File: src/rtl/seq_serializer.sv
// rtl/seq_serializer.sv - parallel-to-serial front end feeding the serial x input of the sequence detector.
// Optional build macro SER_LSB_FIRST_EN: word leaves LSB first instead of MSB first.
module seq_serializer #(
  parameter int WIDTH = 8
) (
  input  logic             clk,
  input  logic             reset,
  input  logic [WIDTH-1:0] in_data,
  input  logic             in_valid,
  output logic             in_ready,
  input  logic             stall,
  output logic             x,
  output logic             x_valid,
  output logic             frame_end,
  output logic             busy
);

  localparam int CW = $clog2(WIDTH);
  localparam logic [CW-1:0] LAST = CW'(WIDTH - 1);

  typedef enum logic {
    IDLE,
    SHIFT
  } state_t;

  state_t           state, state_n;
  logic [WIDTH-1:0] sr, sr_n, sr_shifted;
  logic [CW-1:0]    cnt, cnt_n;
  logic             accept;
  logic             x_n;

  assign in_ready = (state == IDLE) || ((cnt == LAST) && !stall);
  assign accept   = in_valid && in_ready;

`ifdef SER_LSB_FIRST_EN
  assign sr_shifted = {1'b0, sr[WIDTH-1:1]};
  assign x_n        = sr_n[0];
`else
  assign sr_shifted = {sr[WIDTH-2:0], 1'b0};
  assign x_n        = sr_n[WIDTH-1];
`endif

  always_comb begin
    state_n = state;
    sr_n    = sr;
    cnt_n   = cnt;
    case (state)
      IDLE: begin
        if (accept) begin
          state_n = SHIFT;
          sr_n    = in_data;
          cnt_n   = '0;
        end
      end
      SHIFT: begin
        if (!stall) begin
          if (cnt != LAST) begin
            sr_n  = sr_shifted;
            cnt_n = cnt + CW'(1);
          end else if (accept) begin
            sr_n  = in_data;
            cnt_n = '0;
          end else begin
            state_n = IDLE;
          end
        end
      end
      default: state_n = IDLE;
    endcase
  end

  // Outputs are registered from the next state so x/x_valid/frame_end line up with sr and cnt.
  always_ff @(posedge clk or negedge reset) begin
    if (!reset) begin
      state     <= IDLE;
      sr        <= '0;
      cnt       <= '0;
      x         <= 1'b0;
      x_valid   <= 1'b0;
      frame_end <= 1'b0;
      busy      <= 1'b0;
    end else begin
      state     <= state_n;
      sr        <= sr_n;
      cnt       <= cnt_n;
      x         <= (state_n == SHIFT) && x_n;
      x_valid   <= (state_n == SHIFT);
      frame_end <= (state_n == SHIFT) && (cnt_n == LAST);
      busy      <= (state_n == SHIFT);
    end
  end

endmodule

File: config.mk
export PLATFORM = sky130hd
export DESIGN_NAME = seq_serializer
export DESIGN_NICKNAME = d
export VERILOG_FILES = /design/src/rtl/seq_serializer.sv
export SDC_FILE = /design/constraint.sdc
export NUM_CORES = 1
export LEC_CHECK = 0
export CORE_AREA = 5 5 44 46
export DETAILED_ROUTE_END_ITERATION = 16
export DIE_AREA = 0 0 49 51
export HOLD_SLACK_MARGIN = 0.02
export PLACE_DENSITY = 0.78
export SLEW_MARGIN = 20
export SYNTH_ARGS = -nofsm -noshare
export SYNTH_HDL_FRONTEND = slang
export SYNTH_SLANG_ARGS = --single-unit
File: constraint.sdc
create_clock -name clk -period 2.4 [get_ports clk]
set_input_delay 0.72 -clock clk [delete_from_list [all_inputs] [get_ports clk]]
set_output_delay 0.72 -clock clk [all_outputs]
set_load 0.01 [all_outputs]
==> results of run 1 <==
-- kinds of logic (layout without fill, tap and decap cells) --
logic type | Yosys count | count (layout)
AND/OR/NAND/NOR | 17 | 17
flip-flops | 14 | 14
adder cells (fa/ha/maj) | 2 | 2
multiplexers | 1 | 1
AO/OA/AOI/OAI | 24 | 24
buffers and inverters | 4 | 28
-- cell type report --
| cell class | instances | share of cell area (%) |
|---|---|---|
| clock buffers | 4 | 3.85 |
| inverters | 1 | 0.398 |
| multi-input cells | 44 | 34.4 |
| flip-flops and latches | 14 | 37.2 |
| well taps | 16 | 2.12 |
| repair buffers | 23 | 22.0 |
-- metal layers --
layer  GRT usage, %  wire [um]
met1           16.4        631
met2           16.7        582
met3           3.20         87
met4           1.35         10
met5              0          0
-- worst max-delay path, cell delays in order --
cell and delay, ns:
clkdlybuf4s50_1 0.47, nand2b_4 0.12, nand2_1 0.07, clkbuf_2 0.16
-- cells in the mapped netlist (all sizes together) --
cell / n / area share [%]
mux2: 1 / 1.6
a22o: 10 / 12
inv: 1 / 0.53
a31oi: 1 / 0.88
nand3: 1 / 0.70
o21ai: 2 / 1.4
ha: 2 / 3.5
a22oi: 1 / 1.1
a21boi: 2 / 2.6
nand2b: 3 / 3.7
a21oi: 2 / 1.9
nand2: 9 / 4.8
nor3b: 1 / 1.8
buf: 2 / 2.6
a21o: 6 / 6.3
clkbuf: 1 / 1.9
nor2: 2 / 1.8
and3b: 1 / 1.2
dfrtp: 14 / 49
-- state kept, by name (all words and copies together) (netlist names) --
register	flops
state	1
cnt	3
frame_end	1
x	1
sr	8
-- worst paths after layout --
check	from	to	cells past startpoint
setup / recovery	stall	in_ready	4
hold / removal	sr[3]$_DFFE_PN0P_	sr[3]$_DFFE_PN0P_	1
setup reg to reg	cnt[0]$_DFF_PN0_	sr[2]$_DFFE_PN0P_	7
hold reg to reg	sr[3]$_DFFE_PN0P_	sr[3]$_DFFE_PN0P_	1
max in group asynchronous	reset	sr[6]$_DFFE_PN0P_	1
min in group asynchronous	reset	cnt[2]$_DFF_PN0_	1
-- power by group --
part | internal, mW | switching [mW] | leakage (nW)
registers | 0.315 | 0.0508 | 0.181
clock network | 0.0920 | 0.0732 | 0.0210
logic | 0.173 | 0.123 | 0.290
total | 0.581 | 0.247 | 0.492
-- metrics by stage --
stage / TNS (ns) / std cells / total power, mW / cell area, um^2 / setup WS (ns)
2_1_floorplan: 0 / 62 / 0.560 / 711 / 0.552
3_3_place_gp: -0.245 / 98 / 0.658 / 911 / -0.245
3_5_place_dp: -0.236 / 98 / 0.673 / 911 / -0.236
4_1_cts: 0 / 102 / 0.842 / 947 / 0.0315
5_1_grt: 0 / 102 / 0.898 / 942 / 0.104
6_report: 0 / 102 / 0.827 / 942 / 0.137
-- placed cells by master, fill, tap and decap left out --
master	instances
a21oi_2	1
a21boi_1	1
nand3_1	1
and3b_1	1
nand2b_1	2
a21o_1	6
a22o_1	10
clkbuf_2	1
a21oi_1	1
clkdlybuf4s50_1	15
a21boi_2	1
nand2b_4	1
a22oi_1	1
o21ai_1	1
nor2_2	2
clkbuf_8	1
a31oi_1	1
ha_1	2
buf_4	7
mux2_2	1
inv_2	1
o21ai_0	1
nand2_1	9
dfrtp_1	14
nor3b_2	1
clkbuf_4	3
-- timing repair --
item                                   in CTS  in global routing
setup endpoints to repair                   1                  1
gates resized for setup                     2                  1
endpoints found under the hold margin       0                  0
hold buffers                                0                  0
==> impl_metrics.py, run 1 <==
metrics = {
    "outcome": {
        "status": "complete, no violations",
    },
    "logic_synthesis": {
        "ys_seq_area_share_pct": 49.3,
        "synth_xor_area_share_pct": 0,
        "synthSimpleGateAreaFrac_pct": 13.9,
        "avgSynthCellArea_um2": 11.5,
        "synthMuxAreaShare_pct": 1.58,
        "synth_cell_types": 24,
        "ys_ff_latch": 14,
        "syn_area_um2": 711,
        "synth_fa_ha_area_share_pct": 3.52,
        "yosys_warnings": 0,
        "syn_inst": 62,
        "synth_compound_area_share_pct": 26.6,
        "syn_nets": 76,
        "synth_top_family_by_area": "compound AO/OA/AOI/OAI gates",
    },
    "global_route": {
        "grt-ovfl-total": 0,
        "grt_pass1_wl_um": 2240,
        "first_global_vias": 504,
        "grt_usage_pct": 11.1,
        "grt_max_degree": 15,
        "antenna_found_initial": 0,
    },
    "timing": {
        "skew_ns": 0.00840,
        "slew_violations": 0,
        "min_period_ns": 2.26,
        "fin_crit_sh_pct": 94.3,
        "timing.fmax_mhz": 442,
        "rsz0062_at_grt": "false",
        "finalSetupViolations": 0,
        "finalHoldWorstSlack_ns": 0.482,
        "worstMarginPinSlew_ns": 0.622,
        "max-slew-margin-rel_pct": 58.4,
        "hold_violations": 0,
    },
    "cts": {
        "cts-buffers-inserted": 3,
        "cts.clk_slew.worst_paths_ns": 0.08,
        "insertion_delay_ns": 0.27,
        "cts-root-buf": "clkbuf_4",
        "cts_tree": "built",
        "htree_levels": 1,
        "cts.sinks": 14,
        "post_cts_buffers": 0,
        "clockBufferDepth": 2,
    },
    "min_path": {
        "min_path_type": "register to register",
    },
    "routing": {
        "routed_wl_um": 1310,
        "drt-wirelength-per-cell_um": 12.8,
        "via_count": 538,
        "drt_pass1_iterations": 4,
        "vias_per_cell": 5.27,
        "drt_iter0_markers": 3,
        "ant_nets": 0,
        "drc": 0,
    },
    "floorplan": {
        "fp.dieW_um": 49,
        "fp-row-count": 14,
        "start_util_pct": 48.3,
        "ios": 17,
        "core_um2": 1470,
        "die_y_um": 51,
        "die-area_um2": 2500,
    },
    "critical_path": {
        "arrival_ns": 1.54,
        "start_kind": "input pin",
        "critPathKind": "input pin to output pin",
        "cp-end-kind": "output pin",
        "regToRegSetupSlack_ns": 0.53,
        "cp_data_required_time_ns": 1.68,
        "cp_max_fo": 2,
    },
    "place": {
        "dpl.hpwl_um": 1020,
        "io_buffers": 16,
        "place.gp.congestion": 0.783,
    },
    "finish": {
        "n_fill_cell": 128,
        "multi_input_area_um2": 324,
        "diodes": 0,
        "area_delta_synth_final_pct": 32.6,
        "drive_gt1_share_pct": 23.3,
        "nets": 101,
        "fin_util_pct": 64.0,
        "seqCellArea_um2": 350,
    },
    "power": {
        "power_density_nw_per_um2": 878,
        "ir_drop_uv": 430,
        "leakage_nw": 0.492,
    },
    "run": {
        "cap_violations": 0,
    },
}
Note: power is estimated with default switching activity, not from simulation.
==> inputs of run 2 (changes only) <==
ABC_CLOCK_PERIOD_IN_PS = 2400   (was not set)
REMOVE_ABC_BUFFERS = 1   (was not set)
==> impl_metrics.py, run 2 (synthesized netlist as in run 1, its figures left out) <==
metrics = {
    "outcome": {
        "status": "complete, no violations",
    },
    "finish": {
        "reg_top3": "sr (8), cnt (3)",
        "area_delta_synth_final_pct": 30.6,
        "diodes": 0,
        "n_fill_cell": 134,
        "largest-register": "sr",
        "nets": 101,
        "layout_commonest_cell": "clkdlybuf4s50_1",
        "most-common-layout-cells": "clkdlybuf4s50_1 (15), dfrtp_1 (14), a22o_1 (10)",
        "drive_gt1_share_pct": 22.4,
        "largest_reg_flops": 8,
        "fin_util_pct": 63.1,
    },
    "routing": {
        "ant_nets": 0,
        "vias_per_cell": 5.66,
        "via_count": 572,
        "drt-wirelength-per-cell_um": 14.0,
        "drt_iter0_markers": 4,
        "routed_wl_um": 1420,
        "drc": 0,
        "drt_pass1_iterations": 4,
    },
    "power": {
        "ir_drop_uv": 424,
        "netSwitchingFraction_pct": 30.8,
        "combPwrFrac_pct": 37.5,
        "pwr-share-clk_pct": 15.8,
        "leakage_nw": 0.485,
        "totalPowerFinal_uw": 789,
        "p_int_uw": 546,
        "power_frac_seq_pct": 46.7,
        "switchingPower_uw": 243,
        "power_density_nw_per_um2": 850,
    },
    "critical_path": {
        "start_kind": "input pin",
        "critPathKind": "input pin to output pin",
        "arrival_ns": 1.54,
        "cp_data_required_time_ns": 1.68,
        "cp-end-kind": "output pin",
        "cp_max_fo": 2,
    },
    "timing": {
        "fin_ws_ns": 0.138,
        "fin_crit_sh_pct": 94.3,
        "fin_setup_tns_ns": 0,
        "finalSetupViolations": 0,
        "skew_ns": 0.00323,
        "min_period_ns": 2.26,
        "worstMarginPinSlew_ns": 0.641,
        "rsz0062_at_grt": "false",
        "hold_violations": 0,
        "timing.fmax_mhz": 442,
        "max-slew-margin-rel_pct": 57.1,
        "slew_violations": 0,
    },
    "run": {
        "cap_violations": 0,
    },
    "cts": {
        "insertion_delay_ns": 0.27,
        "post_cts_buffers": 0,
        "cts.clk_slew.worst_paths_ns": 0.07,
        "clockBufferDepth": 2,
        "cts.sinks": 14,
        "cts_hold_buf": 0,
        "cts-root-buf": "clkbuf_4",
        "cts_tree": "built",
        "htree_levels": 1,
        "cts-buffers-inserted": 3,
    },
    "global_route": {
        "grt-ovfl-total": 0,
        "first_global_vias": 597,
        "grt_max_degree": 15,
        "grt_usage_pct": 13.7,
        "antenna_found_initial": 0,
        "grt_pass1_wl_um": 2670,
    },
    "floorplan": {
        "die_y_um": 51,
        "fp.dieW_um": 49,
        "fp-row-count": 14,
        "start_util_pct": 48.3,
        "die-area_um2": 2500,
        "core_um2": 1470,
        "ios": 17,
    },
    "place": {
        "io_buffers": 16,
        "dpl.hpwl_um": 1140,
        "pre_cts_ws_ns": -0.237,
        "place.gp.congestion": 0.708,
    },
    "min_path": {
        "min_path_type": "register to register",
    },
}
## run 2: cell count changes in the layout (fill, tap and decap cells not counted)
cell / before / now
clkbuf_8: 1 / 0
## run 2: final cells by class
| type | count | area, um^2 | share of cell area, % |
|---|---|---|---|
| repair buffers | 23 | 208 | 22.4 |
| well taps | 16 | 20.0 | 2.16 |
| inverters | 1 | 3.75 | 0.404 |
| flip-flops and latches | 14 | 350 | 37.7 |
| clock buffers | 3 | 22.5 | 2.43 |
| multi-input cells | 44 | 324 | 34.9 |
## run 2: layer usage
layer  routed length (um)  track usage, %
met1                  609            16.9
met5                    0               0
met4                   14            5.38
met3                   89            4.07
met2                  704            22.4
## run 2: power groups by stage
stage,combinational [mW],clock [mW],sequential [mW]
after floorplan,0.183,0,0.367
after global placement,0.293,0,0.368
after detailed placement,0.308,0,0.372
after CTS,0.304,0.133,0.369
after global routing,0.333,0.150,0.382
final,0.296,0.125,0.369
## run 2: metrics by stage
stage / instance area [um^2] / hold WS, ns / std cells
2_1_floorplan: 678 / 0.424 / 59
3_3_place_gp: 911 / 0.459 / 98
3_5_place_dp: 911 / 0.471 / 98
4_1_cts: 933 / 0.489 / 101
5_1_grt: 928 / 0.512 / 101
6_report: 928 / 0.485 / 101
## run 2: repair_timing
item / 4_1_cts / 5_1_grt
endpoints found under the setup margin: 1 / 1
endpoints found under the hold margin: 0 / 0
gates resized for setup: 2 / 1
cloned: 0 / 0
pin swaps: 0 / 0
## run 2: critical path: stages
cell and delay, ns:
clkdlybuf4s50_1 0.48, nand2b_4 0.12, nand2_1 0.07, clkbuf_2 0.15
## run 2: final timing paths
path	from	end	slack, ns	depth (start not counted)
setup / recovery	stall	in_ready	0.14	4
hold / removal	sr[1]$_DFFE_PN0P_	sr[1]$_DFFE_PN0P_	0.48	1
setup reg to reg	cnt[0]$_DFF_PN0_	sr[6]$_DFFE_PN0P_	0.64	8
hold reg to reg	sr[1]$_DFFE_PN0P_	sr[1]$_DFFE_PN0P_	0.48	1
max in group asynchronous	reset	sr[6]$_DFFE_PN0P_	1.15	1
min in group asynchronous	reset	state$_DFF_PN0_	0.84	1
